$ cat src/rtl/cache_replacement_unit.sv
// Tree pseudo-LRU replacement unit: one heap-ordered PLRU tree per cache set,
// giving a zero-latency victim for the addressed set and updating recency on
// every access and every replacement.
module cache_replacement_unit #(
  parameter int NUM_SETS = 16,
  parameter int NUM_WAYS = 4
) (
  input  logic                        clk,
  input  logic                        rst,
  input  logic [$clog2(NUM_SETS)-1:0] set,
  input  logic                        access_valid,
  input  logic [$clog2(NUM_WAYS)-1:0] access_way,
  input  logic                        cru_enable,
  output logic [$clog2(NUM_WAYS)-1:0] replace_way
);

  localparam int SetSize = $clog2(NUM_SETS);
  localparam int WaySize = $clog2(NUM_WAYS);

  // Handshake: cru_enable and access_valid are single-cycle strobes with no
  // ready/backpressure; each is consumed at the rising edge it is sampled on,
  // and cru_enable takes precedence when both are high.

  // Tree bit n of a set: 0 = LRU side is the left subtree, 1 = right subtree.
  logic [NUM_WAYS-2:0] plru_q [NUM_SETS];

  logic [NUM_WAYS-2:0] cur_tree;
  logic [WaySize-1:0]  victim;
  logic [WaySize-1:0]  node;

  // The node visited at level l is (2^l - 1) plus the path prefix taken so far,
  // which is exactly the heap child rule 2i+1 / 2i+2 unrolled.
  function automatic logic [NUM_WAYS-2:0] touch(input logic [NUM_WAYS-2:0] tree,
                                                input logic [WaySize-1:0]  way);
    logic [WaySize-1:0] n;
    touch = tree;
    for (int l = 0; l < WaySize; l++) begin
      n = WaySize'((1 << l) - 1 + int'(way >> (WaySize - l)));
      touch[n] = ~way[WaySize-1-l];
    end
  endfunction

  always_comb begin
    cur_tree = plru_q[set];
    victim   = '0;
    node     = '0;
    for (int l = 0; l < WaySize; l++) begin
      node = WaySize'((1 << l) - 1 + int'(victim >> (WaySize - l)));
      victim[WaySize-1-l] = cur_tree[node];
    end
  end

  assign replace_way = victim;

  always_ff @(posedge clk) begin
    if (rst) begin
      for (int s = 0; s < NUM_SETS; s++) begin
        plru_q[s] <= '0;
      end
    end else if (cru_enable) begin
      plru_q[set] <= touch(plru_q[set], victim);
    end else if (access_valid) begin
      plru_q[set] <= touch(plru_q[set], access_way);
    end
  end

  logic unused_set_size;
  assign unused_set_size = (SetSize == 0);

endmodule

$ cat config.mk
export PLATFORM = sky130hd
export DESIGN_NAME = cache_replacement_unit
export DESIGN_NICKNAME = d
export VERILOG_FILES = /design/src/rtl/cache_replacement_unit.sv
export SDC_FILE = /design/constraint.sdc
export NUM_CORES = 1
export LEC_CHECK = 0
export BUFFER_PORTS_ARGS = -buffer_cell sky130_fd_sc_hd__buf_2
export CAP_MARGIN = 30
export CORE_ASPECT_RATIO = 0.9
export CORE_MARGIN = 1
export CORE_UTILIZATION = 25
export CTS_BUF_LIST = sky130_fd_sc_hd__clkbuf_4
export DETAILED_ROUTE_END_ITERATION = 10
export GPL_TIMING_DRIVEN = 0
export SYNTH_ARGS = -nofsm -noshare
export SYNTH_HDL_FRONTEND = slang
export SYNTH_SLANG_ARGS = --single-unit
$ cat constraint.sdc
create_clock -name clk -period 2.7 [get_ports clk]
set_clock_uncertainty 0.2 [all_clocks]
set_input_delay 0.405 -clock clk [delete_from_list [all_inputs] [get_ports clk]]
set_output_delay 0.405 -clock clk [all_outputs]
set_load 0.02 [all_outputs]
Word level (Yosys, flattened, before mapping)
Memories as Yosys holds them, arrays and structs flattened.
Index checks and enable logic that the tools add are counted.
{ "op_classes": {"add_sub_neg": 2, "n_lt_le_gt_ge": 4, "muxes": 21, "bitwise_logic": 5, "n_reduce_logical": 3} }
{ "ops": {"columns": ["operator", "count"], "rows": [
  ["two-way mux 1 bit", 13],
  ["bitwise mux 3 bit", 2],
  ["less-than comparator 2 x 3 -> 1 bit (second input constant)", 2],
  ["two-way mux 3 bit", 2],
  ["adder 1 x 1 -> 2 bit (first input constant)", 2],
  ["demux 1 bit (select 2 bit)", 2],
  [">= comparator 2 x 1 -> 1 bit (second input constant)", 2],
  ["two-way mux 4 bit", 1],
  ["inverter 1 bit", 4],
  ["OR reduction 3 bit", 1],
  ["binary-select mux 1 bit (select 2 bit)", 1],
  ["logical AND 1 bit", 2],
  ["OR 1 bit", 1]
]} }
{ "word_totals": {"reg_bits": 0, "mem_bits_rw": 48, "input_bits": 10, "out_inout_bits": 2, "word_cells": 36, "n_memories": 1} }
{ "memory_table": {"columns": ["memory", "depth", "word_bits", "read_ports", "rd_clocked_by_memory_dff", "wr", "line", "text"], "rows": [
  ["plru_q", 16, 3, 1, 0, 16, "25", "logic [NUM_WAYS-2:0] plru_q [NUM_SETS];"]
]} }

Logic depth before layout (Yosys ltp)
An unclocked memory read counts as a cell.
{ "depth": {"depth_word": 9, "mapped_depth": 8, "mapped_depth_nobuf": 5} }

Worst setup path before layout
No wires, ideal clock.
{ "synth_timing": {"path_kind": "input-to-output", "startpoint": "input port set[2]", "endpoint": "output port replace_way[0]", "t_arrival_ns": 1.926, "required_time_ns": 2.095, "setup_slack_ns": 0.169, "path_stages": 6, "path_buffers": 1, "path_cell_list": "buf_4 > mux4_2 > mux2i_2 > mux2_2 > mux2i_1 > mux2_2"} }
{ "synth_between": {"elab_chain_cells": 4} }
{ "synth_rtl": {"columns": ["element", "line", "text"], "rows": [
  ["start: declaration", "10", "input logic [$clog2(NUM_SETS)-1:0] set,"],
  ["memory (16 x 3 bit) (*)", null, null],
  ["adder 1 x 1 -> 2 bit", "48", "node = WaySize'((1 << l) - 1 + int'(victim >> (WaySize - l)));"],
  ["binary-select mux 1 bit (select 2 bit) (*)", "49", "victim[WaySize-1-l] = cur_tree[node];"],
  ["two-way mux 1 bit (implied by the code) (*)", "49", null],
  ["end: declaration", "14", "output logic [$clog2(NUM_WAYS)-1:0] replace_way"]
]} }
Mark *: on every way between the ends. The rest lies on a longest branch, timed or not. The select of a mux whose other input is x is not followed.

Worst setup path in the final report
{ "layout_timing": {"startpoint": "memory plru_q[5][1] (netlist bit)", "endpoint": "output port replace_way[0]"} }
{ "layout_between": {"elab_chain_cells": 3} }
{ "layout_rtl": {"columns": ["element", "line"], "rows": [
  ["start: declaration", "25"],
  ["memory (16 x 3 bit)", null],
  ["binary-select mux 1 bit (select 2 bit)", "49"],
  ["two-way mux 1 bit (implied by the code)", "49"]
]} }
Every way passes these cells. The select of a mux whose other input is x is not followed.

==> flow_summary_export.csv <==
group,metric,value,unit
finish,drive_gt1_share,25.1,%
die,initial_core_util,25.6,%
synth,synth-simple-area-share,21.3,%
synth,muxShareOfSynthArea,15.4,%
timing,hold_viol_final,0,
global_route,overflow,0,
detailed_routing,drt-initial-drc-count,139,
detailed_routing,vias_per_cell,5.04,
finish,stdcell_area,3070,um2
synth,synth_top_area_share,52.2,%
synth,ys_seq_area_share,52.2,%
finish,diodes,0,
worst_setup_path,required,2100,ps
finish,biggestRegsByFlops,"plru_q (48)",
worst_setup_path,critPathKind,"flop to output pin",
timing,slew_headroom,32.7,%
finish,stdcell_count,360,
detailed_routing,routedWlPerCell,17.3,um
place,gp_congestion,0.768,
synth,synthCells,211,
synth,synth_edf_count,48,
min_path,hp-start,"access_way[1]",
synth,synthTopCellsByArea,"edfxtp_1, mux4_2, nand2b_1",
die,die_x,113,um
global_route,grt_first_pass_wirelength,9590,um
synth,synth_top_family_by_area,"simple AND/OR/NAND/NOR gates",
synth,ys_types,34,
cts,cts_hold_buf,0,
worst_setup_path,cp_max_fo,3,
power,ir_drop,135,uV
die,rows,36,
timing,post-route-period-util,103,%
cts,insertion_delay,360,ps
finish,largest_reg_flops,48,
timing,hold-worst-slack,355,ps
timing,rsz0062_at_grt,"true",
run_status,violations,"negative setup slack",
die,fp.coreArea,10800,um2
synth,syn_area,2760,um2
synth,synth_ff_type,"edfxtp_1",
detailed_routing,route.detailed.drc,0,
finish,area_growth,11.3,%
timing,tightest_slew,1010,ps
place,place_inst,352,
synth,synth_common_cells,"edfxtp_1, nor2_1, nand2b_1",
timing,clock.fmax,360,MHz
place,port_buffers,8,
cts,cts_tree,"built",
global_route,grt_max_degree,13,
cts,clkSlewWorstSetupHoldPaths,130,ps
detailed_routing,ant_nets,0,
min_path,min_path_cells,4,
min_path,hold_end,"plru_q[13][0]",
synth,synthAdderAreaFrac,0,%
cts,clkSinkCount,48,
synth,synth_xor_area_share,1.27,%
timing,fin_ws,-75.1,ps
global_route,grt_usage,11.1,%
worst_setup_path,crit-reg2reg-launch,"plru_q[14][2]",
power,power.density,478,nW/um2
global_route,antenna_found_initial,0,
cts,clockRootBuffer,"clkbuf_4",
synth,yosysTopAreaCell,"edfxtp_1",
worst_setup_path,start_kind,"flop",
worst_setup_path,endpoint_kind,"output pin",
worst_setup_path,reg2reg_depth,6,
power,p_leak,1.02,nW
cts,clockBufferDepth,2,
run_status,status,"complete, but fails checks",
detailed_routing,vias,1813,
worst_setup_path,r2r-end,"plru_q[12][2]",
synth,avgSynthCellArea,13.1,um2
synth,ys_ff_latch,48,
run,max_cap_violations,0,
worst_setup_path,rrSetupSlack,200,ps
timing,finalSetupTns,-75.1,ps
worst_setup_path,arrival,2170,ps
finish,final_net_count,239,
synth,synth_compound_area_share,5.99,%
synth,synth.most_common_cell,"edfxtp_1",
cts,cts-htree-levels,2,
detailed_routing,routed_wirelength,6230,um
global_route,grt_pass1_vias,1739,
min_path,hold_path.class,"input pin to flop",
timing,timing.final.crit_period,2780,ps
synth,ys_async_sr_fraction,0,%
synth,synth_nets,221,
place,postPlaceCellArea,2970,um2
synth,yosys_warnings,0,
finish,fillers,1071,
die,die_area,11500,um2
die,ioPinCount,12,
cts,cts_buffers,5,
timing,finalSetupViolCount,1,
finish,top_register,"plru_q",
detailed_routing,dr.pass1.iters,4,
timing,slew_viol_final,0,
die,die_y,102,um
place,dpl.hpwl,4560,um
-- worst max path at each step --
stage / start / endpoint / slack (ps) / depth (start not counted)
2_1_floorplan: set[2] / replace_way[0] / 170 / 6
3_3_place_gp: set[2] / plru_q[1][0] / -160 / 7
3_5_place_dp: rst / plru_q[12][2] / -180 / 6
4_1_cts: plru_q[14][0] / replace_way[0] / -80 / 6
5_1_grt: plru_q[14][0] / replace_way[0] / -180 / 6
6_report: plru_q[5][1] / replace_way[0] / -80 / 5
-- power by group --
| group | switching (mW) | total, mW | leakage (nW) | internal (mW) |
|---|---|---|---|---|
| combinational | 0.191 | 0.309 | 0.503 | 0.118 |
| sequential | 0.00818 | 0.859 | 0.498 | 0.850 |
| clock | 0.213 | 0.301 | 0.0230 | 0.0876 |
| total | 0.412 | 1.47 | 1.02 | 1.06 |
-- repair_timing --
item,in CTS,in global routing
endpoints found under the setup margin,1,12
hold endpoints to repair,0,0
buffers inserted,3,0
resized for setup,5,4
-- kinds of logic after synthesis --
| logic type | after synthesis |
|---|---|
| compound gates | 21 |
| xor+xnor | 4 |
| buf+inv | 17 |
| flops | 48 |
| mux | 24 |
| simple gates | 97 |
-- placed cells by master, fill, tap and decap left out, drive strengths merged --
cell type / instances
nand3b: 13
o21ai: 3
nand3: 12
nand2: 1
nor2: 22
nor2b: 7
a22o: 1
nand2b: 16
buf: 22
mux2: 2
a21oi: 1
mux4: 12
inv: 3
or2: 3
mux2i: 10
nand4: 4
o31ai: 13
clkbuf: 8
nor3b: 1
and2: 1
xnor2: 4
edfxtp: 48
o2bb2ai: 3
nor3: 17
-- cell type report --
cell class / count / area, um2 / share of cell area [%]
flip-flops and latches: 48 / 1440 / 46.9
multi-input cells: 146 / 1250 / 40.8
well taps: 133 / 166 / 5.42
plain buffers: 14 / 93.8 / 3.05
repair buffers: 11 / 68.8 / 2.24
clock buffers: 5 / 37.5 / 1.22
inverters: 3 / 11.3 / 0.367
-- metrics by stage --
stage	utilization (%)	setup WS (ps)	power (mW)
6_report	28.5	-75.1	1.47
5_1_grt	28.5	-183	1.52
4_1_cts	28.4	-76.9	1.46
3_5_place_dp	27.5	-175	1.16
3_3_place_gp	27.5	-165	1.15
2_1_floorplan	-	169	1.08
-- routing by layer --
layer  vias to the layer above  part of all wire [%]  wire length, um  track usage (%)
met2                        42                    47             2900             17.7
met4                         0                   1.1               71             3.59
met1                       922                    49             3050             15.4
li1                        844                     -                -                -
met3                         5                   3.4              212             1.80
met5                         -                     0                0                0
-- worst max-delay path: stages (launching register included) --
cell and delay, ps:
edfxtp_1 410, mux4_1 510, mux2i_1 340, mux2i_2 130, mux2_4 290, buf_6 130
No activity file was read; power rests on OpenSTA's default activity.
